$ cat config.mk
export PLATFORM = sky130hd
export DESIGN_NAME = neopixel_stream
export DESIGN_NICKNAME = d
export VERILOG_FILES = /design/src/rtl/neopixel_stream.sv
export SDC_FILE = /design/constraint.sdc
export NUM_CORES = 1
export LEC_CHECK = 0
export CORE_MARGIN = 5
export CORE_UTILIZATION = 39
export CTS_BUF_LIST = sky130_fd_sc_hd__clkbuf_8
export DETAILED_ROUTE_END_ITERATION = 8
export MAX_ROUTING_LAYER = met4
export PLACE_DENSITY = 0.89
export SLEW_MARGIN = 20
export SYNTH_ARGS = -nofsm -noshare
export SYNTH_HDL_FRONTEND = slang
export SYNTH_SLANG_ARGS = --single-unit
$ cat constraint.sdc
create_clock -name clk7mhz -period 2.7 [get_ports clk7mhz]
set_input_delay 0.54 -clock clk7mhz [delete_from_list [all_inputs] [get_ports clk7mhz]]
set_output_delay 0.54 -clock clk7mhz [all_outputs]
set_load 0.03 [all_outputs]
$ cat src/rtl/neopixel_stream.sv
// WS2812 bit serialiser: turns buffer bytes into 8-tick waveforms on neoData and
// raises the pattern/bit/pixel overflow strobes the parent uses to sequence pixels.
module neopixel_stream #(
  parameter int BUFFER_END = 59,
  localparam int BUFFER_BITS = $clog2(BUFFER_END + 1)
) (
  input  logic                   clk7mhz,
  input  logic                   rstn,
  input  logic                   reg_ctrl_init,
  input  logic                   reg_ctrl_run,
  input  logic                   reg_ctrl_limit,
  input  logic                   reg_ctrl_32bit,
  input  logic                   state,
  input  logic [12:0]            reg_max,
  input  logic [BUFFER_BITS-1:0] pixel_index,
  input  logic [7:0]             pixel_data,
  output logic [BUFFER_BITS-1:0] pixel_addr,
  output logic                   neoData,
  output logic [2:0]             bit_pattern_index,
  output logic [4:0]             pixel_bit_index,
  output logic [BUFFER_BITS-1:0] pixel_index_max,
  output logic                   stream_output,
  output logic                   stream_reset,
  output logic                   stream_pattern_of,
  output logic                   stream_bit_of,
  output logic                   stream_pixel_of
);

  // Two spare bits so pixel_index+3 can never wrap, even for tiny buffers.
  localparam int XW = BUFFER_BITS + 2;

  logic [4:0]    last_bit;
  logic [XW-1:0] idx_ext;
  logic [XW-1:0] max_ext;
  logic [XW-1:0] idx_last;
  logic          last_pixel;
  logic          tx_bit;
  logic          tick_high;
  logic          unused_reg_max;

  assign stream_output = !state && reg_ctrl_run;
  assign stream_reset  = state;

  assign pixel_index_max = reg_ctrl_limit ? BUFFER_BITS'(reg_max) : BUFFER_BITS'(BUFFER_END);
  assign unused_reg_max  = ^reg_max;

  assign last_bit = reg_ctrl_32bit ? 5'd23 : 5'd7;

  assign stream_pattern_of = stream_output && (bit_pattern_index == 3'd7);
  assign stream_bit_of     = stream_pattern_of && (pixel_bit_index == last_bit);

  // In 32-bit mode the last pixel is the one whose 3 sent bytes reach the end index.
  assign idx_ext    = XW'(pixel_index);
  assign max_ext    = XW'(pixel_index_max);
  assign idx_last   = reg_ctrl_32bit ? idx_ext + XW'(3) : idx_ext;
  assign last_pixel = idx_last >= max_ext;

  assign stream_pixel_of = stream_bit_of && last_pixel;

  assign pixel_addr = reg_ctrl_32bit ? pixel_index + BUFFER_BITS'(pixel_bit_index[4:3])
                                     : pixel_index;

  // MSB first: bit 7 - n, which is the 3-bit complement of n.
  assign tx_bit    = pixel_data[~pixel_bit_index[2:0]];
  assign tick_high = tx_bit ? (bit_pattern_index < 3'd5) : (bit_pattern_index < 3'd2);

  always_ff @(posedge clk7mhz or negedge rstn) begin
    if (!rstn) begin
      bit_pattern_index <= 3'd0;
      pixel_bit_index   <= 5'd0;
      neoData           <= 1'b0;
    end else if (reg_ctrl_init || !stream_output) begin
      bit_pattern_index <= 3'd0;
      pixel_bit_index   <= 5'd0;
      neoData           <= 1'b0;
    end else begin
      bit_pattern_index <= bit_pattern_index + 3'd1;
      // >= rather than == keeps the index in range if the mode flips mid-pixel.
      if (stream_pattern_of) begin
        if (pixel_bit_index >= last_bit) pixel_bit_index <= 5'd0;
        else                             pixel_bit_index <= pixel_bit_index + 5'd1;
      end
      neoData <= tick_high;
    end
  end

endmodule

==> impl_metrics.csv, run 1 <==
group,metric,value,unit
synthesis,yosysSeqAreaShare,21.92,%
clocking,clk_latency,0.23,ns
min_path,min_path_type,"flop to flop",
routing,antenna_left,0,
clocking,clk_path_buf_depth,2,
grt,grt_max_degree,10,
worst_setup_path,r2r_start,"pixel_bit_index[4]",
worst_setup_path,r2r-end,"pixel_bit_index[3]",
floorplanning,pin_count,60,
floorplanning,dieArea,3760,µm²
synthesis,synth_cell_types,34,
finish,seqCellArea,225.2,µm²
sta,finalWorstSetupSlack,0.06442,ns
power,finalPower,497.8,µW
floorplanning,rows,18,
job,drv_cap,0,
placement,dp_cells,226,
power,power.density,263.5,nW/µm²
clocking,cts_tree,"done",
routing,wirelength_met1,1348,µm
power,ir_drop,0.0003438,V
worst_setup_path,startpoint,"reg_ctrl_limit",
finish,antennaDiodeCount,0,
placement,io_buffer_count,52,
worst_setup_path,endpoint,"stream_pixel_of",
sta,hold_violations,0,
synthesis,yosysTopAreaCellShare,21.92,%
sta,fin_skew,0.006067,ns
finish,layoutNonFillerInstCount,231,
routing,wl_per_cell,15.24,µm
grt,grt_use_total,20.38,%
routing,vias,1216,
routing,drt_iter0_markers,30,
synthesis,yosysWarnings,0,
finish,fin_nets,250,
clocking,htreeDepth,1,
clocking,hold_buffers,0,
power,leakage,0.9096,nW
worst_setup_path,endpoint_kind,"output port",
worst_setup_path,cp_max_fo,6,
worst_setup_path,cp-start-kind,"input port",
sta,max_clock_freq,379.4,MHz
sta,whs,0.5036,ns
routing,drc,0,
sta,worst-slew-pin-transition,0.4393,ns
sta,max_slew_margin,70.62,%
clocking,clock-sinks,9,
synthesis,synth_area_leaders,"dfrtp_1 (22%), ha_1 (16%), nor2_1 (6.2%)",
routing,wl_met3,262,µm
sta,period_share,97.61,%
worst_setup_path,cp.arrival,2.10,ns
status,outcome,"complete, no violations",
synthesis,avgSynthCellArea,8.284,µm²
grt,overflow,0,
routing,route.met2.wl,1788,µm
floorplanning,fp.dieH,61.32,µm
worst_setup_path,slowest_delay,0.29,ns
worst_setup_path,criticalPathCategory,"input port to output port",
worst_setup_path,critPathRequiredTime,2.16,ns
routing,viasPerCell,5.264,
clocking,cts-root-buf,"clkbuf_8",
finish,layout-drive-gt1-share,31.84,%
routing,top_layer,"met4",
synthesis,synth_area,1027,µm²
grt,grt_pass1_wl,5416,µm
grt,grt_pass1_vias,1307,
placement,pre_cts_ws,-0.8935,ns
routing,routed_wl,3520,µm
finish,multi_input_area,838.3,µm²
worst_setup_path,path_cells,"clkdlybuf4s15_1, nor2b_2, ha_1, a21o_1, a211o_1, o2111ai_2, a21boi_4, buf_6",
clocking,cts_buffers,3,
synthesis,syn-num-nets,172,
floorplanning,start_util,41.09,%
grt,antenna_found_initial,0,
finish,nFillCells,177,
routing,dr.pass1.iters,4,
worst_setup_path,cpMaxStageDelayCell,"clkdlybuf4s15_1",
synthesis,yosys.area.top_type,"dfrtp_1",
sta,final.min_clock_period,2.636,ns
synthesis,synth_seq_cells,9,
placement,hpwl,2713,µm
floorplanning,fp.dieW,61.32,µm
sta,maxSlewViolCount,0,
floorplanning,coreArea,2500,µm²
worst_setup_path,r2r_setup_slack,0.98,ns
synthesis,synthCells,124,
placement,routabilityCongestion,0.9350,
worst_setup_path,reg2reg_depth,7,
clocking,clkTransAtPathRegs,0.05,ns
finish,area_delta_synth_final,83.92,%
sta,setup_viol,0,
[worst max-delay path, delay by kind of cell]
family	cells	cell delay (ns)
AOI/OAI and AO/OA	4	0.62
adders and majority gates	1	0.26
buffers and inverters	2	0.44
and+or+nand+nor	1	0.24
[how the worst min path moves through the flow]
stage / startpoint / depth (start not counted) / end
2_1_floorplan: rstn / 0 / bit_pattern_index[0]
3_3_place_gp: bit_pattern_index[0] / 1 / bit_pattern_index[0]
3_5_place_dp: bit_pattern_index[0] / 1 / bit_pattern_index[0]
4_1_cts: bit_pattern_index[0] / 1 / bit_pattern_index[0]
5_1_grt: bit_pattern_index[0] / 1 / bit_pattern_index[0]
6_report: bit_pattern_index[0] / 1 / bit_pattern_index[0]
[flip-flops by register name, summed over array words and instances, names as in the netlist]
register           cells
bit_pattern_index      3
neoData                1
pixel_bit_index        5
[area by class of cell]
type / instances / share of cell area, %
Multi-Input combinational cell: 96 / 44.37
Timing Repair Buffer: 78 / 36.49
Sequential cell: 9 / 11.92
Inverter: 14 / 2.781
Clock buffer: 3 / 2.185
Tap cell: 30 / 1.987
Clock inverter: 1 / 0.2649
[cell families (layout without fill, tap and decap cells)]
logic type      after synthesis  in the layout  synth area share [%]
flops                         9              9                 21.92
fa+ha+maj                    14             14                 17.78
compound gates               22             22                 14.74
mux                           5              5                 7.430
xor+xnor                      9              9                 7.673
simple gates                 46             46                 22.41
buf+inv                      19             96                 8.039
[per-stage QoR]
step	util (%)	cell area, µm²	setup TNS, ns
finish	75.58	1889	0
global route	75.58	1889	-0.004853
CTS	74.98	1874	0
detailed placement	70.17	1754	-1.140
global placement	70.17	1754	-0.9560
floorplan	-	1056	0
[layout by cell type (no fill, tap or decap), drive strengths merged, types with 3 or more instances in the layout]
| cell | instances |
|---|---|
| a21oi | 4 |
| buf | 37 |
| clkbuf | 3 |
| clkdlybuf4s50 | 34 |
| dfrtp | 9 |
| dlygate4sd2 | 4 |
| ha | 13 |
| inv | 14 |
| nand2 | 9 |
| nand2b | 6 |
| nor2 | 17 |
| nor2b | 5 |
| nor3 | 3 |
| nor4b | 3 |
| o21ai | 4 |
| xnor2 | 4 |
| xor2 | 5 |
[power breakdown]
group | switching (mW) | total [mW] | internal [mW]
Clock | 0.0533 | 0.154 | 0.101
Combinational | 0.0969 | 0.206 | 0.109
Sequential | 0.000977 | 0.138 | 0.137
Total | 0.151 | 0.498 | 0.347
[repair_timing]
| action | 4_1_cts | 5_1_grt |
|---|---|---|
| gates resized for setup | 38 | 8 |
| setup buffers | 1 | 0 |
| pin swaps | 13 | 6 |
| setup endpoints to repair | 4 | 2 |
[cell usage after synthesis, drive strengths merged]
cell	instances
a211o	2
a211oi	2
a21boi	1
a21o	2
a21oi	4
a22o	1
a311oi	2
a31oi	1
buf	2
clkbuf	3
dfrtp	9
fa	1
ha	13
inv	14
mux2	1
mux2i	2
mux4	2
nand2	9
nand2b	6
nand3	2
nor2	17
nor2b	5
nor3	3
nor4	1
nor4b	3
o2111ai	1
o211ai	1
o21ai	4
o22ai	1
xnor2	4
xor2	5
[layer usage]
layer  track usage [%]  vias to the layer above
met5                 -                        -
met4             10.22                        0
met3             2.096                       12
met2             38.97                       58
met1             20.00                      563
li1                  -                      583
Note: power is estimated with default switching activity, not from simulation.
==> inputs of run 2 (changes only) <==
- HOLD_SLACK_MARGIN: unset -> 0.03
==> results of run 2 <==
Final layout, timing and power as in run 1 (identical DEF).
==> inputs of run 3 (changes only) <==
- CORE_UTILIZATION: 39 -> 35
- PLACE_DENSITY: 0.89 -> 0.85
- clock period: 2.7 -> 2.4 ns (I/O delays scaled with it)
==> impl_metrics.csv, run 3 (synthesis gave the netlist of run 1 again) <==
group,metric,value,unit
sta,hold_violations,0,
finish,multi_input_area,837.1,µm²
clocking,htreeDepth,1,
grt,grt_pass1_wl,6078,µm
power,finalPower,572.1,µW
clocking,clkTransAtPathRegs,0.04,ns
finish,seqCellArea,226.5,µm²
min_path,min_path_type,"flop to flop",
floorplanning,start_util,36.93,%
worst_setup_path,cp-start-kind,"input port",
grt,grt_max_degree,10,
worst_setup_path,criticalPathCategory,"input port to output port",
clocking,cts-root-buf,"clkbuf_8",
sta,final.min_clock_period,2.536,ns
placement,hpwl,2862,µm
sta,worst-slew-pin-transition,0.4314,ns
power,ir_drop,0.0005590,V
min_path,whs_path_depth,2,
clocking,hold_buffers,0,
routing,vias,1280,
worst_setup_path,r2r_start,"pixel_bit_index[0]",
placement,io_buffer_count,52,
clocking,clock-sinks,9,
grt,grt_pass1_vias,1329,
clocking,clk_path_buf_depth,2,
floorplanning,rows,19,
sta,setup_viol,1,
worst_setup_path,critPathRequiredTime,1.92,ns
sta,period_share,105.6,%
worst_setup_path,reg2reg_depth,6,
routing,routed_wl,3858,µm
floorplanning,coreArea,2781,µm²
finish,top_register,"pixel_bit_index",
min_path,holdPathEnd,"bit_pattern_index[0]",
finish,area_delta_synth_final,91.84,%
routing,viasPerCell,5.311,
finish,top_regs,"pixel_bit_index: 5 flops, bit_pattern_index: 3 flops, neoData: 1 flops",
floorplanning,dieArea,4118,µm²
routing,dr.pass1.iters,5,
power,leakage,0.9444,nW
sta,max_slew_margin,71.15,%
worst_setup_path,cp.arrival,2.06,ns
floorplanning,fp.dieW,64.18,µm
sta,max_clock_freq,394.4,MHz
finish,layout-drive-gt1-share,36.67,%
sta,finalWorstSetupSlack,-0.1356,ns
routing,drt_iter0_markers,62,
finish,fin_nets,259,
clocking,cts_tree,"done",
worst_setup_path,r2r_setup_slack,0.66,ns
routing,antenna_left,0,
worst_setup_path,startpoint,"pixel_index[0]",
clocking,clk_latency,0.23,ns
sta,maxSlewViolCount,0,
status,outcome,"finished with violations",
placement,dpl-instance-area,1818,µm²
placement,routabilityCongestion,0.8527,
clocking,cts_buffers,3,
min_path,min-delay-start,"bit_pattern_index[0]",
routing,wl_per_cell,16.01,µm
routing,drc,0,
floorplanning,pin_count,60,
status,violations,"negative setup slack",
worst_setup_path,r2r-end,"neoData",
finish,layout_commonest_cell,"buf_4",
sta,fin_setup_tns,-0.1356,ns
finish,final_cell_mix,"buf_4 (42), clkdlybuf4s50_1 (32), nor2_1 (17)",
floorplanning,fp.dieH,64.18,µm
grt,overflow,0,
worst_setup_path,cp_max_fo,2,
grt,antenna_found_initial,0,
sta,fin_skew,0.001712,ns
worst_setup_path,endpoint_kind,"output port",
finish,final_area,1971,µm²
grt,grt_use_total,18.63,%
finish,largest_reg_flops,5,
sta,rsz0062_at_grt,"true",
finish,nFillCells,202,
sta,whs,0.5445,ns
job,drv_cap,0,
power,power.density,290.3,nW/µm²
finish,antennaDiodeCount,0,
run 3: changes by cell type in the layout (fill, tap and decap cells not counted), sizes merged:
| cell | delta |
|---|---|
| buf | +12 |
| clkdlybuf4s50 | -2 |
| clkdlybuf4s15 | -1 |
run 3: worst max-delay path by stage:
stage,to,slack [ns],cells past startpoint
2_1_floorplan,stream_pixel_of,-0.009,5
3_3_place_gp,stream_pixel_of,-1.00,10
3_5_place_dp,stream_pixel_of,-1.15,10
4_1_cts,stream_pixel_of,-0.14,10
5_1_grt,stream_pixel_of,-0.18,11
6_report,stream_pixel_of,-0.14,11
run 3: power by group:
group          internal (mW)  switching (mW)
Combinational          0.132           0.113
Clock                  0.113          0.0596
Sequential             0.154        0.000618
Total                  0.399           0.173
run 3: final cells by class:
cell class	instances	share of cell area [%]
multi-input combinational	96	42.48
timing repair buffer	87	39.05
sequential	9	11.49
inverter	14	2.667
clock buffer	3	2.095
tap	31	1.968
clock inverter	1	0.2540
run 3: routing by layer:
layer / wire (µm) / vias up / GRT usage, %
met3: 229 / 14 / 2.277
met1: 1452 / 606 / 20.75
met4: 119 / 0 / 5.344
li1: - / 598 / -
met2: 2057 / 62 / 34.42
met5: 0 / - / -
run 3: worst max-delay path, cell delays in order:
cell and delay, ns:
buf_8 0.10, buf_6 0.11, buf_6 0.12, xnor2_4 0.14, ha_4 0.21, nand2b_4 0.13
a21o_1 0.17, a211o_1 0.27, o2111ai_2 0.09, a21boi_4 0.09, buf_6 0.14
run 3: what timing repair did:
item                                    CTS  global route
pin swaps                                14             8
buffers inserted                          2             0
resized for setup                        38            11
endpoints found under the setup margin    9             3
run 3: metrics by stage:
| step | utilization, % | instances | setup slack, ns |
|---|---|---|---|
| 2_1_floorplan | - | 124 | -0.008822 |
| 3_3_place_gp | 65.36 | 235 | -1.003 |
| 3_5_place_dp | 65.36 | 235 | -1.153 |
| 4_1_cts | 69.73 | 241 | -0.1385 |
| 5_1_grt | 70.85 | 241 | -0.1801 |
| 6_report | 70.85 | 241 | -0.1356 |
